$ cat src/rtl/iq_pair_fifo.sv
// Single-clock I/Q pair FIFO: one {Q,I} pair per write, read back as a whole
// pair or as I then Q. Status flags, sticky errors and a debug read port.
module iq_pair_fifo #(
  parameter int unsigned ADDR_WID = 5,
  parameter int unsigned DATA_WID = 16,
  parameter int unsigned AF_LEVEL = 28
) (
  input  logic                  CLK,
  input  logic                  RST,
  input  logic                  WR_EN,
  input  logic [DATA_WID-1:0]   WR_I,
  input  logic [DATA_WID-1:0]   WR_Q,
  input  logic                  RD_EN,
  input  logic                  MODE_SER,
  input  logic                  CLR_ERR,
  output logic [2*DATA_WID-1:0] RD_DATA,
  output logic                  RD_VALID,
  output logic                  RD_IS_Q,
  output logic                  FULL,
  output logic                  EMPTY,
  output logic                  AFULL,
  output logic [ADDR_WID:0]     LEVEL,
  output logic                  OVF,
  output logic                  UDF,
  input  logic                  DEBUG_EN,
  input  logic [ADDR_WID-1:0]   ADDR_DEBUG,
  output logic [2*DATA_WID-1:0] DATA_DEBUG
);

  localparam int unsigned      DEPTH    = 1 << ADDR_WID;
  localparam logic [ADDR_WID:0] LVL_FULL = (ADDR_WID+1)'(DEPTH);
  localparam logic [ADDR_WID:0] LVL_AF   = (ADDR_WID+1)'(AF_LEVEL);

  logic [2*DATA_WID-1:0] r_mem [DEPTH];
  logic [ADDR_WID-1:0]   r_wptr;
  logic [ADDR_WID-1:0]   r_rptr;
  logic [ADDR_WID:0]     r_level;
  logic                  r_half;
  logic                  r_mode_ser;
  logic [2*DATA_WID-1:0] r_rd_data;
  logic                  r_rd_valid;
  logic                  r_rd_is_q;
  logic                  r_ovf;
  logic                  r_udf;
  logic [2*DATA_WID-1:0] r_data_debug;

  logic                  w_full;
  logic                  w_empty;
  logic                  w_mode_ser;
  logic                  w_wr_acc;
  logic                  w_rd_acc;
  logic                  w_pop;
  logic [2*DATA_WID-1:0] w_head;

  assign w_full  = (r_level == LVL_FULL);
  assign w_empty = (r_level == '0);

  // A pair half-read in serial mode must finish serially, so the live
  // MODE_SER input only takes effect between pairs.
  assign w_mode_ser = r_half ? r_mode_ser : MODE_SER;

  assign w_wr_acc = WR_EN && !w_full;
  assign w_rd_acc = RD_EN && !w_empty;
  assign w_pop    = w_rd_acc && (!w_mode_ser || r_half);
  assign w_head   = r_mem[r_rptr];

  // NOTE: storage has no reset; clearing the pointers and LEVEL is enough to
  // discard contents, and a reset-free array maps onto RAM primitives.
  always_ff @(posedge CLK) begin
    if (w_wr_acc && !RST) begin
      r_mem[r_wptr] <= {WR_Q, WR_I};
    end
  end

  always_ff @(posedge CLK) begin
    if (RST) begin
      r_wptr       <= '0;
      r_rptr       <= '0;
      r_level      <= '0;
      r_half       <= 1'b0;
      r_mode_ser   <= 1'b0;
      r_rd_data    <= '0;
      r_rd_valid   <= 1'b0;
      r_rd_is_q    <= 1'b0;
      r_ovf        <= 1'b0;
      r_udf        <= 1'b0;
      r_data_debug <= '0;
    end else begin
      r_rd_valid <= w_rd_acc;

      if (w_rd_acc) begin
        if (!w_mode_ser) begin
          r_rd_data <= w_head;
          r_rd_is_q <= 1'b0;
        end else if (!r_half) begin
          r_rd_data <= {{DATA_WID{1'b0}}, w_head[DATA_WID-1:0]};
          r_rd_is_q <= 1'b0;
        end else begin
          r_rd_data <= {{DATA_WID{1'b0}}, w_head[2*DATA_WID-1:DATA_WID]};
          r_rd_is_q <= 1'b1;
        end
      end

      if (w_rd_acc && w_mode_ser) begin
        r_half <= !r_half;
      end
      if (!r_half) begin
        r_mode_ser <= MODE_SER;
      end

      if (w_wr_acc) begin
        r_wptr <= r_wptr + 1'b1;
      end
      if (w_pop) begin
        r_rptr <= r_rptr + 1'b1;
      end

      case ({w_wr_acc, w_pop})
        2'b10:   r_level <= r_level + 1'b1;
        2'b01:   r_level <= r_level - 1'b1;
        default: r_level <= r_level;
      endcase

      // Error set events take priority over a same-cycle clear.
      r_ovf <= (WR_EN && w_full)  || (r_ovf && !CLR_ERR);
      r_udf <= (RD_EN && w_empty) || (r_udf && !CLR_ERR);

      // NOTE: non-blocking write above means a same-address debug read
      // here sees the pre-write contents.
      if (DEBUG_EN) begin
        r_data_debug <= r_mem[ADDR_DEBUG];
      end
    end
  end

  assign RD_DATA    = r_rd_data;
  assign RD_VALID   = r_rd_valid;
  assign RD_IS_Q    = r_rd_is_q;
  assign FULL       = w_full;
  assign EMPTY      = w_empty;
  assign AFULL      = (r_level >= LVL_AF);
  assign LEVEL      = r_level;
  assign OVF        = r_ovf;
  assign UDF        = r_udf;
  assign DATA_DEBUG = r_data_debug;

endmodule

$ cat config.mk
export PLATFORM = sky130hd
export DESIGN_NAME = iq_pair_fifo
export DESIGN_NICKNAME = d
export VERILOG_FILES = /design/src/rtl/iq_pair_fifo.sv
export SDC_FILE = /design/constraint.sdc
export NUM_CORES = 1
export LEC_CHECK = 0
export BUFFER_PORTS_ARGS = -buffer_cell sky130_fd_sc_hd__buf_4
export CAP_MARGIN = 0
export CELL_PAD_IN_SITES_DETAIL_PLACEMENT = 2
export CELL_PAD_IN_SITES_GLOBAL_PLACEMENT = 2
export CORE_ASPECT_RATIO = 1.5
export CORE_MARGIN = 2
export CORE_UTILIZATION = 49
export DETAILED_ROUTE_END_ITERATION = 10
export PLACE_DENSITY_LB_ADDON = 0.1
export SLEW_MARGIN = 20
export SYNTH_ARGS = -nofsm -noshare
export SYNTH_HDL_FRONTEND = slang
export SYNTH_SLANG_ARGS = --single-unit
$ cat constraint.sdc
create_clock -name CLK -period 3.71 [get_ports CLK]
set_input_delay 0.371 -clock CLK [delete_from_list [all_inputs] [get_ports CLK]]
set_output_delay 0.371 -clock CLK [all_outputs]
set_load 0.01 [all_outputs]
# Yosys cells after proc, flatten, opt, wreduce, memory -nomap -nowiden

Memory sizes are Yosys's and may differ from the RTL's. A register that Yosys moved wholly into a read port is not among the register bits.
Cells that the tools add are included.

Flip-flop bits (word level): 54
Memory bits (writable): 1024
Input bits: 44
Output and inout port bits: 77
Word-level logic and storage cells: 49
Memories: 1

Add/sub/neg operators: 4
$lt $le $gt $ge: 1
Equality and inequality tests: 3
Muxes and demuxes: 10
Reduce and logical (&&, ||, !) cells: 20

Memory list:

| memory | depth | bits a word | rd ports | clocked after Yosys merged registers in | wr ports | line | source |
|---|---|---|---|---|---|---|---|
| r_mem  | 32    | 32          | 2        | 2                                       | 1        | 34   | `logic [2*DATA_WID-1:0] r_mem [DEPTH];` |

Operators by type and width:

| kind                | count |
|---|---|
| $mux 32             | 1 |
| $mux 16             | 1 |
| $pmux 6 s2          | 1 |
| $add 5x1->5 const B | 2 |
| $mux 5              | 2 |
| $logic_and 1x1->1   | 9 |
| $add 6x1->6 const B | 1 |
| $eq 6x6->1 const B  | 1 |
| $ge 6x5->1 const B  | 1 |
| $logic_not 1->1     | 6 |
| $logic_not 6->1     | 1 |
| $sub 6x1->6 const B | 1 |
| $mux 1              | 5 |
| $logic_or 1x1->1    | 3 |
| $eq 2x1->1 const B  | 1 |
| $eq 2x2->1 const B  | 1 |
| $reduce_bool 2->1   | 1 |

# Logic depth before layout (Yosys ltp)

Gate-level depths: netlist (run 1).

Depth in word-level cells: 6
Mapped depth: 15
Depth with buffers taken out: 12

# Worst setup path before layout (run 1)

OpenSTA, ideal clock, no wires.

Path kind: reg2reg
Start: register r_level[3] (netlist: LEVEL[3])
End: memory r_mem[30][0] (netlist name) (enable)
Library setup time: 421 ps
Arrival: 2891 ps
Data required time: 3289 ps
Setup slack: 398 ps
Stages on the path, launching flop included: 9
Path buffers: 2
Period minus slack after synthesis: 3312 ps
Cells stage by stage: dfxtp_1 > buf_2 > or4_1 > buf_2 > o31a_1 > inv_1 > nor2_1 > nand2_1 > nor2_1

Cells in the longest elaborated chain, start to end: 6

RTL lines:

| what                         | line | source |
|---|---|---|
| start: declaration           | 37   | `logic [ADDR_WID:0] r_level;` |
| start signal: assignment     | 119  | `2'b10: r_level <= r_level + 1'b1;` |
| start signal: assignment     | 120  | `2'b01: r_level <= r_level - 1'b1;` |
| start signal: assignment     | 121  | `default: r_level <= r_level;` |
| $eq 6x6->1                   | 55   | `assign w_full = (r_level == LVL_FULL);` |
| $logic_not 1->1              | 62   | `assign w_wr_acc = WR_EN && !w_full;` |
| $logic_and 1x1->1            | 62   |  |
| $logic_and 1x1->1            | 70   | `if (w_wr_acc && !RST) begin` |
| $mux 1                       | 70   |  |
| $mux 1 (not written as such) | 71   | `r_mem[r_wptr] <= {WR_Q, WR_I};` |
| end: declaration             | 34   |  |

No other way between the ends.

# Final worst setup path (run 1)

Start: register r_level[1] (netlist: LEVEL[1])
End: register r_level[4] (netlist: LEVEL[4])

Cells in the longest elaborated chain, start to end: 6
Elaborated cells on any way between the ends: 13
Those cells by class: add/sub (2); eq/ne (3); mux (1); reduce/logical (7)

RTL lines:

| what |
|---|
| parallel branches: the longest is 6 deep, another holds $sub 6x1->6 |

Parallel ways; which one is timed is not known.
A chain may end at the register's enable or synchronous reset.

==> metrics, run 1 <==
status=completed; Initial Util=about half; clock insertion delay at the later pin of the skew report=between 0.7 and 0.8 ns; Overflow after GRT=0; final RePlAce weighted congestion=about 0.84; total CTS buffers=~110; Hold Violations, Final=0; final WL=about 190,000 um; Final Cell Area=between 50,000 and 60,000 um^2; total number of vias=31,220; die height=~400 um; Netlist cell types=between 50 and 60; row count=~140; wire per inst=around 44 um; worst vdd rail ir drop=about 430 uV; most frequent cells in the layout=edfxtp_1, mux4_2, buf_4; Arr. time, crit path=between 4 and 5 ns; Avg Inst Size Synth=between 15 and 20 um^2; worst-case clock buffer depth=3; FMAX=slightly below 0.3 GHz; crit share post-route=between 90 and 100%; first-pass GRT wire length=roughly 260,000 um; max incr delay on CP=around 0.67 ns; CP Buf/Inv Count=2; placed cell areas=54,780 um^2; leakage power=between 15 and 20 nW; Fillers=approximately 8,400; Synth Warn #=0; fin. max-slew vios=0; Stages on worst setup path=13; Die Width=between 200 and 300 um; largest net degree at the start of global routing=79; final core occ=56.93%; commonest non-fill, non-tap cell in the layout=edfxtp_1; depth of the CTS H-tree=3; relative slew slack=32.69%; register-to-register setup slack=0.27 ns; Vias/cell=approximately 7.4; Final ANT Viol Nets=0; P&R area growth vs syn=15.13%; FF-to-FF path depth=13; setup TNS=0 ns; main flop type after synthesis=edfxtp_1; critical path startpoint category=flip-flop; initial antenna violation count=8; min Tclk post-route=3.437 ns; CP Cell Sequence=or4_1 > o31a_1 > nand2_1 > inv_1 > ha_1 > buf_4 > xor2_1 > ha_1 > a21oi_2 > o22ai_1 > a222oi_1 > or3_1 > a21oi_1; crit path max-delay cell type=or4_1; r2r endpoint=LEVEL[4]; CTS clk-pin slew, worst paths=~0.070 ns; Syn Nets=between 2,000 and 3,000; Critical Path RT=approximately 4.3 ns; Ports=121; ys async rst share=0%; P per Cell Area=approximately 520 nW/um^2; Nets=2,879; R2R Path Start=LEVEL[1]; Mapped Cells=between 2,000 and 3,000; crit path launch=LEVEL[1]; root buffer cell=clkbuf_16; port buffer count=120; unrepaired setup endpoints after global routing=false; WS Path Type=flip-flop to flip-flop; Worst Hold Class=input pin to flip-flop; drt first pass iters=5; number of global-route vias before repair=33,030; most frequent CP cell=ha_1; clk_skew=approximately 0.03 ns; sequential area share after synthesis=~64%; clock tree from TritonCTS=yes; fraction of layout cells with a size suffix above 1=between 30% and 40%; Synth Register Bits=approximately 1,100; CTS Sinks=~1,100; Setup crit end kind=flip-flop; CORE AREA=roughly 100,000 um^2; CP Capture Point=LEVEL[4]; die area=106,300 um^2; Detail Placement HPWL=about 110,000 um; # DRC=0; Cell Area, Synth=between 50,000 and 60,000 um^2; endpoints failing setup=0; Total GRT Usage=a little over a third; CP Max Fanout=8; Post-synth EDFFs=1,024; Iter 0 DRT Violations=between 3,000 and 4,000; max-cap viol count=0; critical path's top delay family=compound AO/OA/AOI/OAI gates; Least-Margin Pin Slew=1.010 ns
-- power breakdown --
| part | total, W | switching [W] | internal, W |
|---|---|---|---|
| sequential | 0.0143 | 0.000310 | 0.0140 |
| clock | 0.0115 | 0.00502 | 0.00652 |
| combinational | 0.00474 | 0.00266 | 0.00208 |
| total | 0.0306 | 0.00800 | 0.0226 |
-- synth_stat cells, drive strengths merged, types with 9 or more instances --
cell type  count  area [um^2]
a211oi        80        600.6
mux4         512        11530
inv           12        45.04
a211o         14        122.6
nand3          9        55.05
nor2          89        336.6
edfxtp      1024        30750
o22ai         28        175.2
dfxtp         91         1822
buf          108        609.3
and4b         14        140.1
nand2         32        120.1
o32ai         16        147.7
mux2          23        259.0
a221o         16        160.2
mux2i        123         1231
and4          14        122.6
a21oi         88        440.4
nor2b         81        506.7
clkbuf       108        406.6
a32o          32        320.3
o21ai         19        95.09
xor2          10        87.58
a41o          14        140.1
-- cells by family (layout without fill, tap and decap cells) --
family / Yosys count / in the layout / synth area share [%]
compound gates: 327 / 327 / 4.671
mux: 658 / 658 / 25.64
simple gates: 278 / 278 / 3.050
flops: 1115 / 1115 / 64.14
xor+xnor: 12 / 12 / 0.2070
fa+ha+maj: 8 / 8 / 0.1971
other cells: 0 / 1 / 0
buf+inv: 229 / 523 / 2.097
-- final cells by class --
class | instances | area [um^2] | share of cell area [%]
clock buffer | 139 | 2909 | 4.976
timing repair buffer | 308 | 3109 | 5.318
sequential | 1115 | 32580 | 55.73
multi-input combinational | 1283 | 17450 | 29.84
clock inverter | 63 | 721.9 | 1.235
inverter | 13 | 50.05 | 0.08560
tap | 1314 | 1644 | 2.812
antenna | 1 | 2.502 | 0.004280
-- state kept, by name, indices dropped and copies added, names as in the netlist, named ones only --
name / count
RD_DATA: 32
LEVEL: 6
OVF: 1
r_mode_ser: 1
r_rptr: 5
UDF: 1
r_half: 1
RD_VALID: 1
r_mem: 1024
DATA_DEBUG: 32
r_wptr: 5
RD_IS_Q: 1
-- what timing repair did --
action,in CTS,in global routing
buffers inserted,0,0
endpoints found under the hold margin,3,0
resized for setup,0,1
hold buffers,5,0
endpoints found under the setup margin,0,1
-- layer usage --
metal / share of wire (%) / global-route usage (%)
met1: 36 / 44.83
met2: 51 / 60.51
met4: 5.4 / 17.09
met5: 0.037 / 0
met3: 8.1 / 6.665
-- worst min-delay path by stage --
| stage | start | endpoint | slack [ns] | cells after the start |
|---|---|---|---|---|
| 2_1_floorplan | r_rptr[1] | flip-flop | 0.46 | 2 |
| 3_3_place_gp | RD_DATA[29] | RD_DATA[29] | 0.44 | 2 |
| 3_5_place_dp | RD_DATA[23] | RD_DATA[23] | 0.46 | 2 |
| 4_1_cts | WR_Q[13] | r_mem[14][29] | 0.007 | 1 |
| 5_1_grt | WR_Q[15] | r_mem[28][31] | 0.04 | 1 |
| 6_report | WR_Q[12] | r_mem[21][28] | 0.05 | 1 |
-- worst reg2reg max path, stage by stage (launching register included) --
cell      delay, ns
dfxtp_1        0.40
or4_1          0.67
o31a_1         0.30
nand2_1        0.13
inv_1          0.08
ha_1           0.20
buf_4          0.17
xor2_1         0.17
ha_1           0.24
a21oi_2        0.21
o22ai_1        0.13
a222oi_1       0.40
or3_1          0.17
a21oi_1        0.06
-- through the flow --
step	power (W)	hold WS [ns]	setup slack [ns]	std cells
after global routing	0.03129	0.04457	0.05637	4236
final	0.03056	0.05256	0.2728	4236
after CTS	0.03067	0.007411	0.1784	4235
after detailed placement	0.01918	0.4600	0.2414	4028
after global placement	0.01898	0.4443	0.3384	4028
after floorplan	0.01712	0.4625	0.3979	2627
(Power assumes the default switching activity.)
==> inputs of run 2 (changes only) <==
- BUFFER_PORTS_ARGS: -buffer_cell sky130_fd_sc_hd__buf_4 -> default
- CORE_UTILIZATION: 49 -> 50
- DONT_BUFFER_PORTS: default -> 1
- GPL_TIMING_DRIVEN: default -> 1
==> run 2 against run 1 <==
Via count down 1.5%. Worst hold slack got worse by 0.0035 ns. Combinational power fell by 14%. Die area is 2.0% lower. Sequential power about the same. Utilization decreased by 0.38 points. Wire length fell by 0.23%. Total power shrank 1.3%. Count of clock-buffer cells in the layout grew 6. Flip-flop and latch count is the same. Critical path type unchanged. Largest cell class unchanged.
==> metrics, run 2 (synthesis results as in run 1) <==
status=completed; final core occ=a little under three fifths; Nets=approximately 2,700; Ports=121; critical path startpoint category=flip-flop; # DRC=0; CTS clk-pin slew, worst paths=~0.07 ns; Fillers=between 8,000 and 9,000; worst hold path startpoint=ADDR_DEBUG[4]; clock insertion delay at the later pin of the skew report=roughly 0.73 ns; drt first pass iters=6; crit path launch=LEVEL[1]; worst-case clock buffer depth=3; Largest register FFs=just over 1,000; Critical Path RT=approximately 4.3 ns; most frequent cells in the layout=edfxtp_1, mux4_2, mux2i_1; endpoints failing setup=0; unrepaired setup endpoints after global routing=false; largest reg by FF count=r_mem; crit share post-route=around 90%; total CTS buffers=around 110; clock tree from TritonCTS=yes; WS Path Type=flip-flop to flip-flop; Least-Margin Pin Slew=1.168 ns; Total GRT Usage=36.19%; clk_skew=between 0.03 and 0.04 ns; final RePlAce weighted congestion=~0.8; leakage power=around 18 nW; P per Cell Area=approximately 530 nW/um^2; final WL=between 150,000 and 200,000 um; P&R area growth vs syn=12.57%; largest net degree at the start of global routing=about 260; setup TNS=0 ns; root buffer cell=clkbuf_16; Hold Violations, Final=0; total number of vias=30,750; initial antenna violation count=9; Setup crit end kind=flip-flop; worst vdd rail ir drop=~430 uV; min Tclk post-route=3.374 ns; relative slew slack=about 22%; die area=about 100,000 um^2; port buffer count=0; fin. max-slew vios=0; Post-CTS Setup Inserts=0; depth of the CTS H-tree=3; row count=around 140; commonest non-fill, non-tap cell in the layout=edfxtp_1; CTS Sinks=between 1,000 and 1,500; die height=roughly 400 um; fraction of layout cells with a size suffix above 1=around 32%; Final ANT Viol Nets=0; Detail Placement HPWL=105,200 um; first-pass GRT wire length=~260,000 um; wire per inst=45.69 um; Iter 0 DRT Violations=between 4,000 and 5,000; R2R Path Start=LEVEL[1]; Initial Util=between 50 and 60%; CP Max Fanout=9; max-cap viol count=0; Vias/cell=around 7.5; Die Width=~260 um; FMAX=approximately 0.30 GHz; register-to-register setup slack=about 0.34 ns; Worst Hold Class=input pin to flip-flop; number of global-route vias before repair=between 30,000 and 40,000; CORE AREA=just over 100,000 um^2; Arr. time, crit path=slightly below 4 ns; Overflow after GRT=0
run 2: path summary, 6_finish.rpt:
kind | to | cells past startpoint
max | LEVEL[5] | 9
min | DATA_DEBUG[2] | 3
max reg2reg | LEVEL[5] | 9
min reg2reg | RD_DATA[22] | 2
run 2: timing repair:
action	in CTS	in global routing
resized for setup	0	1
setup endpoints to repair	0	1
hold buffers	40	0
hold endpoints to repair	1067	0
run 2: per-stage QoR:
step	total power, W	cell area [um^2]	worst slack, ns	hold slack, ns	std cells
floorplan	0.01712	50780	0.3979	0.4625	2627
global placement	0.01836	53140	0.3924	0.4405	3849
detailed placement	0.01852	53160	0.2788	0.4475	3850
CTS	0.03019	57220	0.2759	0.009379	4096
global route	0.03084	57160	0.09678	0.03977	4096
finish	0.03017	57170	0.3359	0.04908	4099
run 2: report_power, final:
group          switching [W]  leakage, nW  internal, W
clock                0.00506         1.78      0.00654
sequential          0.000506         9.96       0.0140
combinational        0.00226         6.02      0.00182
total                0.00783         17.8       0.0223
run 2: final cells by class:
cell class | count | area, um^2 | share of cell area, %
clock buffers | 145 | 3015 | 5.275
clock inverters | 61 | 629.4 | 1.101
inverters | 13 | 50.05 | 0.08755
diodes | 3 | 7.507 | 0.01313
flip-flops and latches | 1115 | 32580 | 57.00
well taps | 1305 | 1633 | 2.856
multi-input cells | 1283 | 17440 | 30.51
repair buffers | 174 | 1807 | 3.160
run 2: routing by layer:
layer / GRT usage (%) / routed length (um) / vias up
met4: 18.11 / 10360 / 6
li1: - / - / 11410
met2: 59.38 / 92820 / 2026
met3: 7.737 / 17730 / 493
met5: 0 / 42 / -
met1: 45.88 / 66350 / 16820
run 2: critical path: stages (launching register included):
cell and delay, ns:
dfxtp_1 0.31, or4_1 0.66, o31a_1 0.38, inv_1 0.17
ha_1 0.37, nor3b_1 0.23, o21ai_0 0.20, or3_1 0.38
a31oi_1 0.20, mux2_2 0.35
